File: src/rtl/bist_engine_if.sv
// Signal bundle between the BIST engine, its test controller and the SRAM macro.
interface bist_engine_if;
  localparam int unsigned AW = 8;
  localparam int unsigned DW = 4;

  logic [3:0]    select;
  logic [DW-1:0] dat_in;
  logic [DW-1:0] dat_out;
  logic [AW-1:0] addr_out;
  logic          w_en;
  logic          op_done;
  logic          fail;

  modport master (
    input  select,
    input  dat_in,
    output dat_out,
    output addr_out,
    output w_en,
    output op_done,
    output fail
  );

  modport slave (
    output select,
    output dat_in,
    input  dat_out,
    input  addr_out,
    input  w_en,
    input  op_done,
    input  fail
  );
endinterface

File: src/rtl/bist_engine.sv
// March-style BIST engine for a 256 x 4 single-port SRAM: six selectable
// algorithms, one memory operation per cycle, sticky miscompare flag.
module bist_engine (
  input  logic          clk,
  input  logic          rst_n,
  bist_engine_if.master bus
);
  localparam int unsigned AW = 8;
  localparam int unsigned DW = 4;
  localparam int unsigned EW = 3;
  localparam int unsigned OW = 2;
  localparam int unsigned SW = 4;

  typedef enum logic [1:0] {S_IDLE, S_RUN, S_DONE} state_t;

  // Op code {write, data}; data: 0 = zeros, 1 = ones, 2 = P, 3 = ~P
  localparam logic [2:0] R0 = 3'b000;
  localparam logic [2:0] R1 = 3'b001;
  localparam logic [2:0] RP = 3'b010;
  localparam logic [2:0] RN = 3'b011;
  localparam logic [2:0] W0 = 3'b100;
  localparam logic [2:0] W1 = 3'b101;
  localparam logic [2:0] WP = 3'b110;
  localparam logic [2:0] WN = 3'b111;

  typedef struct packed {
    logic          down;
    logic [OW-1:0] nops;
    logic [2:0]    op0;
    logic [2:0]    op1;
    logic [2:0]    op2;
  } elem_t;

  function automatic elem_t mk(input logic down, input logic [OW-1:0] nops,
                               input logic [2:0] a, input logic [2:0] b,
                               input logic [2:0] c);
    elem_t e;
    e.down = down;
    e.nops = nops;
    e.op0  = a;
    e.op1  = b;
    e.op2  = c;
    return e;
  endfunction

  // Element table for every algorithm; unused op slots are don't-care.
  function automatic elem_t elem_desc(input logic [SW-1:0] alg, input logic [EW-1:0] idx);
    elem_t e;
    e = mk(1'b0, 2'd1, R0, R0, R0);
    case (alg)
      4'd1: case (idx)
        3'd0:    e = mk(1'b0, 2'd1, W0, R0, R0);
        3'd1:    e = mk(1'b0, 2'd2, R0, W1, R0);
        default: e = mk(1'b1, 2'd2, R1, W0, R0);
      endcase
      4'd2: case (idx)
        3'd0:    e = mk(1'b0, 2'd1, W0, R0, R0);
        3'd1:    e = mk(1'b0, 2'd2, R0, W1, R0);
        3'd2:    e = mk(1'b0, 2'd2, R1, W0, R0);
        3'd3:    e = mk(1'b1, 2'd2, R0, W1, R0);
        3'd4:    e = mk(1'b1, 2'd2, R1, W0, R0);
        default: e = mk(1'b0, 2'd1, R0, R0, R0);
      endcase
      4'd3: case (idx)
        3'd0:    e = mk(1'b0, 2'd1, W0, R0, R0);
        3'd1:    e = mk(1'b0, 2'd2, R0, W1, R0);
        3'd2:    e = mk(1'b1, 2'd2, R1, W0, R0);
        default: e = mk(1'b0, 2'd1, R0, R0, R0);
      endcase
      4'd4: case (idx)
        3'd0:    e = mk(1'b0, 2'd1, W0, R0, R0);
        3'd1:    e = mk(1'b0, 2'd3, R0, W1, R1);
        3'd2:    e = mk(1'b1, 2'd3, R1, W0, R0);
        default: e = mk(1'b0, 2'd1, R0, R0, R0);
      endcase
      4'd5: case (idx)
        3'd0:    e = mk(1'b0, 2'd1, WP, R0, R0);
        3'd1:    e = mk(1'b0, 2'd1, RP, R0, R0);
        3'd2:    e = mk(1'b0, 2'd1, WN, R0, R0);
        default: e = mk(1'b0, 2'd1, RN, R0, R0);
      endcase
      default: case (idx)
        3'd0:    e = mk(1'b0, 2'd1, W0, R0, R0);
        3'd1:    e = mk(1'b0, 2'd2, R0, W1, R0);
        default: e = mk(1'b0, 2'd1, R1, R0, R0);
      endcase
    endcase
    return e;
  endfunction

  function automatic logic [EW-1:0] n_elems(input logic [SW-1:0] alg);
    case (alg)
      4'd1:    return 3'd3;
      4'd2:    return 3'd6;
      4'd3:    return 3'd4;
      4'd4:    return 3'd4;
      4'd5:    return 3'd4;
      4'd6:    return 3'd3;
      default: return 3'd0;
    endcase
  endfunction

  // Background value for a data code; P alternates on the address LSB.
  function automatic logic [DW-1:0] bg(input logic [1:0] code, input logic odd);
    case (code)
      2'd0:    return 4'b0000;
      2'd1:    return 4'b1111;
      2'd2:    return odd ? 4'b1010 : 4'b0101;
      default: return odd ? 4'b0101 : 4'b1010;
    endcase
  endfunction

  function automatic logic [2:0] op_sel(input elem_t e, input logic [OW-1:0] i);
    case (i)
      2'd0:    return e.op0;
      2'd1:    return e.op1;
      default: return e.op2;
    endcase
  endfunction

  state_t        state_q, state_d;
  logic [SW-1:0] sel_q, sel_d;
  logic [EW-1:0] elem_q, elem_d;
  logic [OW-1:0] opi_q, opi_d;
  logic [AW-1:0] addr_q, addr_d;
  logic [DW-1:0] dat_out_q, dat_out_d;
  logic          w_en_q, w_en_d;
  logic          op_done_q, op_done_d;
  logic          fail_q, fail_d;

  elem_t         cur_e, nxt_e, ld_e;
  logic [2:0]    cur_op, ld_op;
  logic          load_op;
  logic          sel_valid;

  always_ff @(posedge clk or negedge rst_n) begin
    if (!rst_n) begin
      state_q   <= S_IDLE;
      sel_q     <= '0;
      elem_q    <= '0;
      opi_q     <= '0;
      addr_q    <= '0;
      dat_out_q <= '0;
      w_en_q    <= 1'b0;
      op_done_q <= 1'b0;
      fail_q    <= 1'b0;
    end else begin
      state_q   <= state_d;
      sel_q     <= sel_d;
      elem_q    <= elem_d;
      opi_q     <= opi_d;
      addr_q    <= addr_d;
      dat_out_q <= dat_out_d;
      w_en_q    <= w_en_d;
      op_done_q <= op_done_d;
      fail_q    <= fail_d;
    end
  end

  // Next state, counters and the registered outputs of the next op.
  always_comb begin
    state_d   = state_q;
    sel_d     = sel_q;
    elem_d    = elem_q;
    opi_d     = opi_q;
    addr_d    = addr_q;
    dat_out_d = '0;
    w_en_d    = 1'b0;
    op_done_d = 1'b0;
    fail_d    = fail_q;
    load_op   = 1'b0;
    sel_valid = (bus.select >= 4'd1) && (bus.select <= 4'd6);
    cur_e     = elem_desc(sel_q, elem_q);
    cur_op    = op_sel(cur_e, opi_q);
    nxt_e     = elem_desc(sel_q, elem_q + 3'd1);

    case (state_q)
      S_IDLE: begin
        if (sel_valid) begin
          sel_d   = bus.select;
          fail_d  = 1'b0;
          elem_d  = '0;
          opi_d   = '0;
          addr_d  = '0;
          state_d = S_RUN;
          load_op = 1'b1;
        end
      end
      S_RUN: begin
        if (bus.select != sel_q) begin
          state_d = S_IDLE;
          elem_d  = '0;
          opi_d   = '0;
          addr_d  = '0;
        end else begin
          if (!cur_op[2] && (bus.dat_in != bg(cur_op[1:0], addr_q[0])))
            fail_d = 1'b1;
          if (opi_q != (cur_e.nops - 2'd1)) begin
            opi_d   = opi_q + 2'd1;
            load_op = 1'b1;
          end else begin
            opi_d = '0;
            if (addr_q != (cur_e.down ? 8'h00 : 8'hFF)) begin
              addr_d  = cur_e.down ? (addr_q - 8'd1) : (addr_q + 8'd1);
              load_op = 1'b1;
            end else if ((elem_q + 3'd1) == n_elems(sel_q)) begin
              state_d   = S_DONE;
              op_done_d = 1'b1;
              elem_d    = '0;
              addr_d    = '0;
            end else begin
              elem_d  = elem_q + 3'd1;
              addr_d  = nxt_e.down ? 8'hFF : 8'h00;
              load_op = 1'b1;
            end
          end
        end
      end
      S_DONE: begin
        if (bus.select != sel_q) state_d = S_IDLE;
        else                     op_done_d = 1'b1;
      end
      default: state_d = S_IDLE;
    endcase

    ld_e  = elem_desc(sel_d, elem_d);
    ld_op = op_sel(ld_e, opi_d);
    if (load_op) begin
      w_en_d    = ld_op[2];
      dat_out_d = ld_op[2] ? bg(ld_op[1:0], addr_d[0]) : 4'b0000;
    end
  end

  assign bus.addr_out = addr_q;
  assign bus.dat_out  = dat_out_q;
  assign bus.w_en     = w_en_q;
  assign bus.op_done  = op_done_q;
  assign bus.fail     = fail_q;
endmodule

File: src/flat_wrapper.sv
// flat-port wrapper written by rule: the top's interface ports become plain ports
module bist_engine_flat 
  (clk, rst_n, bus_select, bus_dat_in, bus_dat_out, bus_addr_out, bus_w_en, bus_op_done, bus_fail);
  bist_engine_if bus_i ();
  input  logic clk;
  input  logic rst_n;
  input wire logic [$bits(bus_i.select)-1:0] bus_select;
  input wire logic [$bits(bus_i.dat_in)-1:0] bus_dat_in;
  output wire logic [$bits(bus_i.dat_out)-1:0] bus_dat_out;
  output wire logic [$bits(bus_i.addr_out)-1:0] bus_addr_out;
  output wire logic [$bits(bus_i.w_en)-1:0] bus_w_en;
  output wire logic [$bits(bus_i.op_done)-1:0] bus_op_done;
  output wire logic [$bits(bus_i.fail)-1:0] bus_fail;
  assign bus_i.select = bus_select;
  assign bus_i.dat_in = bus_dat_in;
  assign bus_dat_out = bus_i.dat_out;
  assign bus_addr_out = bus_i.addr_out;
  assign bus_w_en = bus_i.w_en;
  assign bus_op_done = bus_i.op_done;
  assign bus_fail = bus_i.fail;
  bist_engine u_core (.clk(clk), .rst_n(rst_n), .bus(bus_i));
endmodule
File: config.mk
export PLATFORM = sky130hd
export DESIGN_NAME = bist_engine_flat
export DESIGN_NICKNAME = d
export VERILOG_FILES = /design/src/rtl/bist_engine_if.sv /design/src/rtl/bist_engine.sv /design/src/flat_wrapper.sv
export SDC_FILE = /design/constraint.sdc
export NUM_CORES = 1
export LEC_CHECK = 0
export CAP_MARGIN = 20
export CORE_MARGIN = 2
export CORE_UTILIZATION = 40
export DETAILED_ROUTE_END_ITERATION = 10
export PLACE_DENSITY = 0.68
export SETUP_SLACK_MARGIN = 0.5
export SLEW_MARGIN = 10
export SYNTH_ARGS = -nofsm -noshare
export SYNTH_HDL_FRONTEND = slang
export SYNTH_SLANG_ARGS = --single-unit
File: constraint.sdc
create_clock -name clk -period 9.8 [get_ports clk]
set_input_delay 0.98 -clock clk [delete_from_list [all_inputs] [get_ports clk]]
set_output_delay 0.98 -clock clk [all_outputs]
set_load 0.02 [all_outputs]
# == Word-level counts from Yosys, hierarchy flattened ==
# Index checks and enable logic that the tools add are counted.
# classes
muxes,83
reduce_logical,17
add_sub_neg,5
order_cmp,2
eq_ne,43
# ops
operator,count
$pmux 12 s5,4
$pmux 12 s3,4
$pmux 9 s3,5
$pmux 9 s5,2
$mux 8,8
$pmux 12 s2,2
$pmux 11 s2,2
$mux 4,10
$pmux 9 s2,2
$mux 3,9
$pmux 4 s3,2
$eq 4x3->1 const B,5
$eq 3x2->1 const B,6
$mux 2,9
$pmux 3 s2,3
$eq 4x2->1 const B,4
$pmux 8 s2,1
$mux 1,14
$eq 2x1->1 const B,5
$logic_not 2->1,5
$eq 3x1->1 const B,3
$eq 3x3->1 const B,3
$logic_not 3->1,3
$pmux 3 s3,1
28 further kinds,38
# word_totals
register_bits,26
input_bits,10

# == Longest topological paths before layout ==
# logic_depth
depth_word,23
ltp_mapped,19
mapped_depth_nobuf,16

# == Worst setup path before layout ==
# OpenSTA, ideal clock, no wires.
# synth_path
path_type,register to register
startpoint,register u_core.elem_q[0]
endpoint,"register u_core.dat_out_q[1], in the netlist u_core.bus.dat_out[1]"
arrival_time_ps,4080
stages_incl_launch_ff,19
setup_slack_ps,5608
t_required_ps,9689
setup_time_ps,111
period_less_slack_ps,4192
cell_sequence,dfrtp_1 -> clkbuf_1 -> inv_1 -> ha_1 -> clkbuf_2 -> mux2i_1 -> o2bb2ai_2 -> or2_1 -> buf_2 -> ha_1 -> nand4_1 -> nor2_1 -> o21ai_1 -> a2111o_1 -> o211ai_2 -> or3b_1 -> mux2_4 -> and3_4 -> a2111oi_2
# synth_between
elab_chain_len,17
# synth_lines
item,line,text
from (decl),bist_engine.sv:123,"logic [EW-1:0] elem_q, elem_d;"
from (signal assigned),bist_engine.sv:150,elem_q <= elem_d;
"$eq 3x3->1, or another cell as far along",bist_engine.sv:56,4'd2: case (idx)
"$pmux 12 s5, or another cell as far along",bist_engine.sv:56,
$pmux 12 s5,bist_engine.sv:50,case (alg)
$mux 8,bist_engine.sv:203,if (addr_q != (cur_e.down ? 8'h00 : 8'hFF)) begin
$ne 8x8->1,bist_engine.sv:203,
$mux 3,bist_engine.sv:203,
$mux 3,bist_engine.sv:198,if (opi_q != (cur_e.nops - 2'd1)) begin
$mux 3,bist_engine.sv:190,if (bus.select != sel_q) begin
(+1 left out),-,
via u_core.elem_d[0],bist_engine.sv:123,
(+1 left out),-,
"$pmux 9 s5, or another cell as far along",bist_engine.sv:56,
$pmux 9 s5 *,bist_engine.sv:50,
$pmux 3 s2 *,bist_engine.sv:114,case (i)
"$eq 2x2->1, or another cell as far along",bist_engine.sv:105,case (code)
$pmux 4 s3,bist_engine.sv:105,
$mux 4 *,bist_engine.sv:230,"dat_out_d = ld_op[2] ? bg(ld_op[1:0], addr_d[0]) : 4'b0000;"
$mux 4 *,bist_engine.sv:228,if (load_op) begin
via u_core.dat_out_d[1],bist_engine.sv:126,"logic [DW-1:0] dat_out_q, dat_out_d;"
to (signal assigned),bist_engine.sv:153,dat_out_q <= dat_out_d;
to (decl),bist_engine.sv:126,
# The timed path passes the listed nets; every way through them passes the cells marked *. The select of a mux whose other input is x is not followed.
# A chain may end at the register's enable or synchronous reset.

# == Worst setup path in the final report ==
# Ends and elaborated chain as after synthesis.

==> load_flow_metrics.sql <==
INSERT INTO impl_metrics (metric_group, metric, value, unit) VALUES
('cells_and_area', 'num_antenna_cells', '0', ''),
('timing', 'timing.hold.ws', '499', 'ps'),
('route', 'routed_wire_length_per_instance', '15.7', 'um'),
('pwr', 'finalPower', '0.418', 'mW'),
('flow_run', 'number_of_maximum_capacitance_constraint_violations', '0', ''),
('cells_and_area', 'final_net_count', '354', ''),
('worst_setup_path', 'required_time_of_the_critical_path', '9960', 'ps'),
('hold_path', 'worst_hold_path_type', 'reg2reg', ''),
('pwr', 'vdd_ir_drop_max', '74.1', 'uV'),
('cts', 'max-clock-path-buffers', '2', ''),
('status', 'outcome', 'finished, final reports clean', ''),
('floorplan', 'die_h', '84.5', 'um'),
('timing', 'maxSlewHeadroom', '51.0', '%'),
('worst_setup_path', 'crit_type', 'reg2reg', ''),
('place', 'dp_hpwl', '4.76', 'mm'),
('place', 'placement.setup.worst_slack', '4980', 'ps'),
('cts', 'cts_num_sinks', '24', ''),
('logic_synthesis', 'synth.lib_cells_used.distinct', '76', ''),
('cts', 'clkLatencyLatePin', '260', 'ps'),
('worst_setup_path', 'setup.worst_path.end_class', 'flip-flop', ''),
('route', 'drt_iter0_drc', '104', ''),
('route', 'detail-route-antenna-nets', '0', ''),
('timing', 'tns', '0', 'ps'),
('timing', 'final_min_period_over_clock_period', '48.4', '%'),
('global_routing', 'wire_length_of_the_first_global_routing_pass', '10.2', 'mm'),
('global_routing', 'global_route.usage.total', '17.1', '%'),
('cts', 'cts_made_buffers', '3', ''),
('timing', 'min_period', '4750', 'ps'),
('route', 'finalWirelength', '6.27', 'mm'),
('floorplan', 'initial_utilization', '41.0', '%'),
('cells_and_area', 'commonest_cells_after_routing_fill_and_taps_aside', 'nand2_1 (33), nor2_1 (24), clkdlybuf4s50_1 (24), dfrtp_1 (24), inv_1 (21)', ''),
('floorplan', 'fp.coreArea', '6310', 'um^2'),
('cts', 'htree_num_levels', '1', ''),
('logic_synthesis', 'synthesis.area', '2590', 'um^2'),
('logic_synthesis', 'synth_top_flop_cell', 'dfrtp_1', ''),
('worst_setup_path', 'timing.critical_path.cells', 'inv_1, ha_1, mux2i_1, o2bb2ai_2, or2_1, ha_1, nand4_1, nor2_1, o21ai_1, a2111o_1, o211ai_2, or3b_1, mux2_4, and3_4, a2111oi_2', ''),
('global_routing', 'maximum_number_of_pins_on_one_net_before_global_route_repair', '25', ''),
('floorplan', 'die-width', '84.5', 'um'),
('route', 'dr_total_vias', '2320', ''),
('logic_synthesis', 'synthesis.nets', '339', ''),
('route', 'detailedRoute.firstPassIterationCount', '5', ''),
('floorplan', 'placementRows', '29', ''),
('floorplan', 'design.portCount', '25', ''),
('cts', 'cts_root_buffer', 'clkbuf_8', ''),
('cells_and_area', 'most_common_cell_after_layout_fill_and_taps_aside', 'nand2_1', ''),
('place', 'io_buffers', '24', ''),
('timing', 'worst_clock_skew', '0.828', 'ps'),
('worst_setup_path', 'crit_buf_inv', '1', ''),
('logic_synthesis', 'synth_edf_count', '0', ''),
('cts', 'cts_resized', '0', ''),
('cts', 'postCtsSetupBuffers', '0', ''),
('logic_synthesis', 'postSynthRegisterBits', '24', ''),
('logic_synthesis', 'synth_area_per_cell', '8.35', 'um^2'),
('logic_synthesis', 'synthesis.instances', '310', ''),
('global_routing', 'number_of_antenna_violations_at_the_first_check_in_global_routing', '0', ''),
('global_routing', 'gr-total-overflow', '0', ''),
('timing', 'hold_viol_final', '0', ''),
('route', 'remaining_routing_drc_violations', '0', ''),
('timing', 'final-setup-viol-count', '0', ''),
('logic_synthesis', 'synth_async_sr_flop_share', '100', '%'),
('worst_setup_path', 'critPathTopFamily', 'simple AND/OR/NAND/NOR gates', ''),
('timing', 'postLayoutSetupSlackWorst', '5050', 'ps'),
('logic_synthesis', 'yosysSeqAreaShare', '23.2', '%'),
('timing', 'tightestPinTransition', '729', 'ps'),
('place', 'gp_routability_congestion', '0.813', ''),
('cts', 'cts_hold_buf', '0', ''),
('worst_setup_path', 'critPathArrivalTime', '4900', 'ps'),
('timing', 'fmax', '0.211', 'GHz'),
('worst_setup_path', 'critPathSlowestCell', 'dfrtp_1', ''),
('cells_and_area', 'layoutNonFillerInstCount', '400', ''),
('timing', 'drv_slew', '0', '');
-- power by group --
part | switching, mW | total [mW] | internal [mW]
sequential | 0.0410 | 0.153 | 0.112
combinational | 0.120 | 0.208 | 0.0876
clock | 0.0299 | 0.0574 | 0.0275
total | 0.191 | 0.418 | 0.227
-- sequential cells by signal, summed over array words and instances, names as in the netlist --
name and count:
u_core.opi_q 2, u_core.bus.w_en 1, u_core.bus.fail 1, u_core.state_q 2, u_core.bus.op_done 1, u_core.elem_q 3
u_core.sel_q 4, u_core.bus.addr_out 8, u_core.bus.dat_out 2
-- kinds of logic (layout without fill, tap and decap cells) --
kind of cell	after synthesis	in the layout	synth area share, %
buffers and inverters	38	51	7.34
DFF	24	24	23.2
and+or+nand+nor	106	106	22.5
muxes	10	10	4.15
AOI/OAI and AO/OA	98	98	28.3
adders and majority gates	19	19	9.47
xor gates and xnor gates	15	15	5.07
-- final cells by class --
| type | count | area [um^2] |
|---|---|---|
| Fill cell | 642 | 3420 |
| Multi-Input combinational cell | 248 | 1800 |
| Sequential cell | 24 | 601 |
| Timing Repair Buffer | 26 | 273 |
| Tap cell | 77 | 96.3 |
| Inverter | 22 | 82.6 |
| Clock buffer | 3 | 41.3 |
-- cells in the mapped netlist (all sizes together) (3+ instances only) --
master	number	area [um^2]
nand2	33	124
dfrtp	24	601
nor2	24	90.1
inv	22	82.6
a21oi	19	95.1
ha	18	225
o21ai	17	85.1
buf	12	90.1
xor2	8	70.1
mux2i	7	70.1
nor3	7	35.0
xnor2	7	61.3
nand2b	6	37.5
nor4	6	43.8
o211ai	6	60.1
a22o	5	43.8
o21a	5	37.5
or2	5	33.8
a31oi	4	25.0
and2	4	25.0
clkbuf	4	17.5
o21bai	4	30.0
a2111oi	3	38.8
a211oi	3	22.5
a21o	3	22.5
and3	3	23.8
mux2	3	37.5
nand4	3	25.0
nor4b	3	45.0
o221ai	3	26.3
-- worst paths after layout --
kind / to / cells past startpoint / startpoint / slack, ps
worst max-delay path: u_core.bus.dat_out[1] / 15 / u_core.elem_q[0] / 5050
min in group asynchronous: u_core.state_q[0] / 1 / rst_n / 1040
worst min-delay path: u_core.bus.fail / 1 / u_core.bus.fail / 500
worst min register to register: u_core.bus.fail / 1 / u_core.bus.fail / 500
worst max register to register: u_core.bus.dat_out[1] / 15 / u_core.elem_q[0] / 5050
max in group asynchronous: u_core.bus.addr_out[2] / 2 / rst_n / 8310
-- through the flow --
step	cell area, um^2	util, %
floorplan	2590	-
global placement	2820	44.6
detailed placement	2820	44.6
CTS	2860	45.3
global route	2890	45.8
finish	2890	45.8
-- layer usage --
metal	global-route usage [%]	wire, um	vias to the layer above	share of wire, %
met2	28.1	2920	38	47
li1	-	-	1173	-
met3	1.57	125	4	2.0
met4	4.04	45	0	0.72
met5	0	0	-	0
met1	24.5	3180	1105	51
No activity file was read; power rests on OpenSTA's default activity.
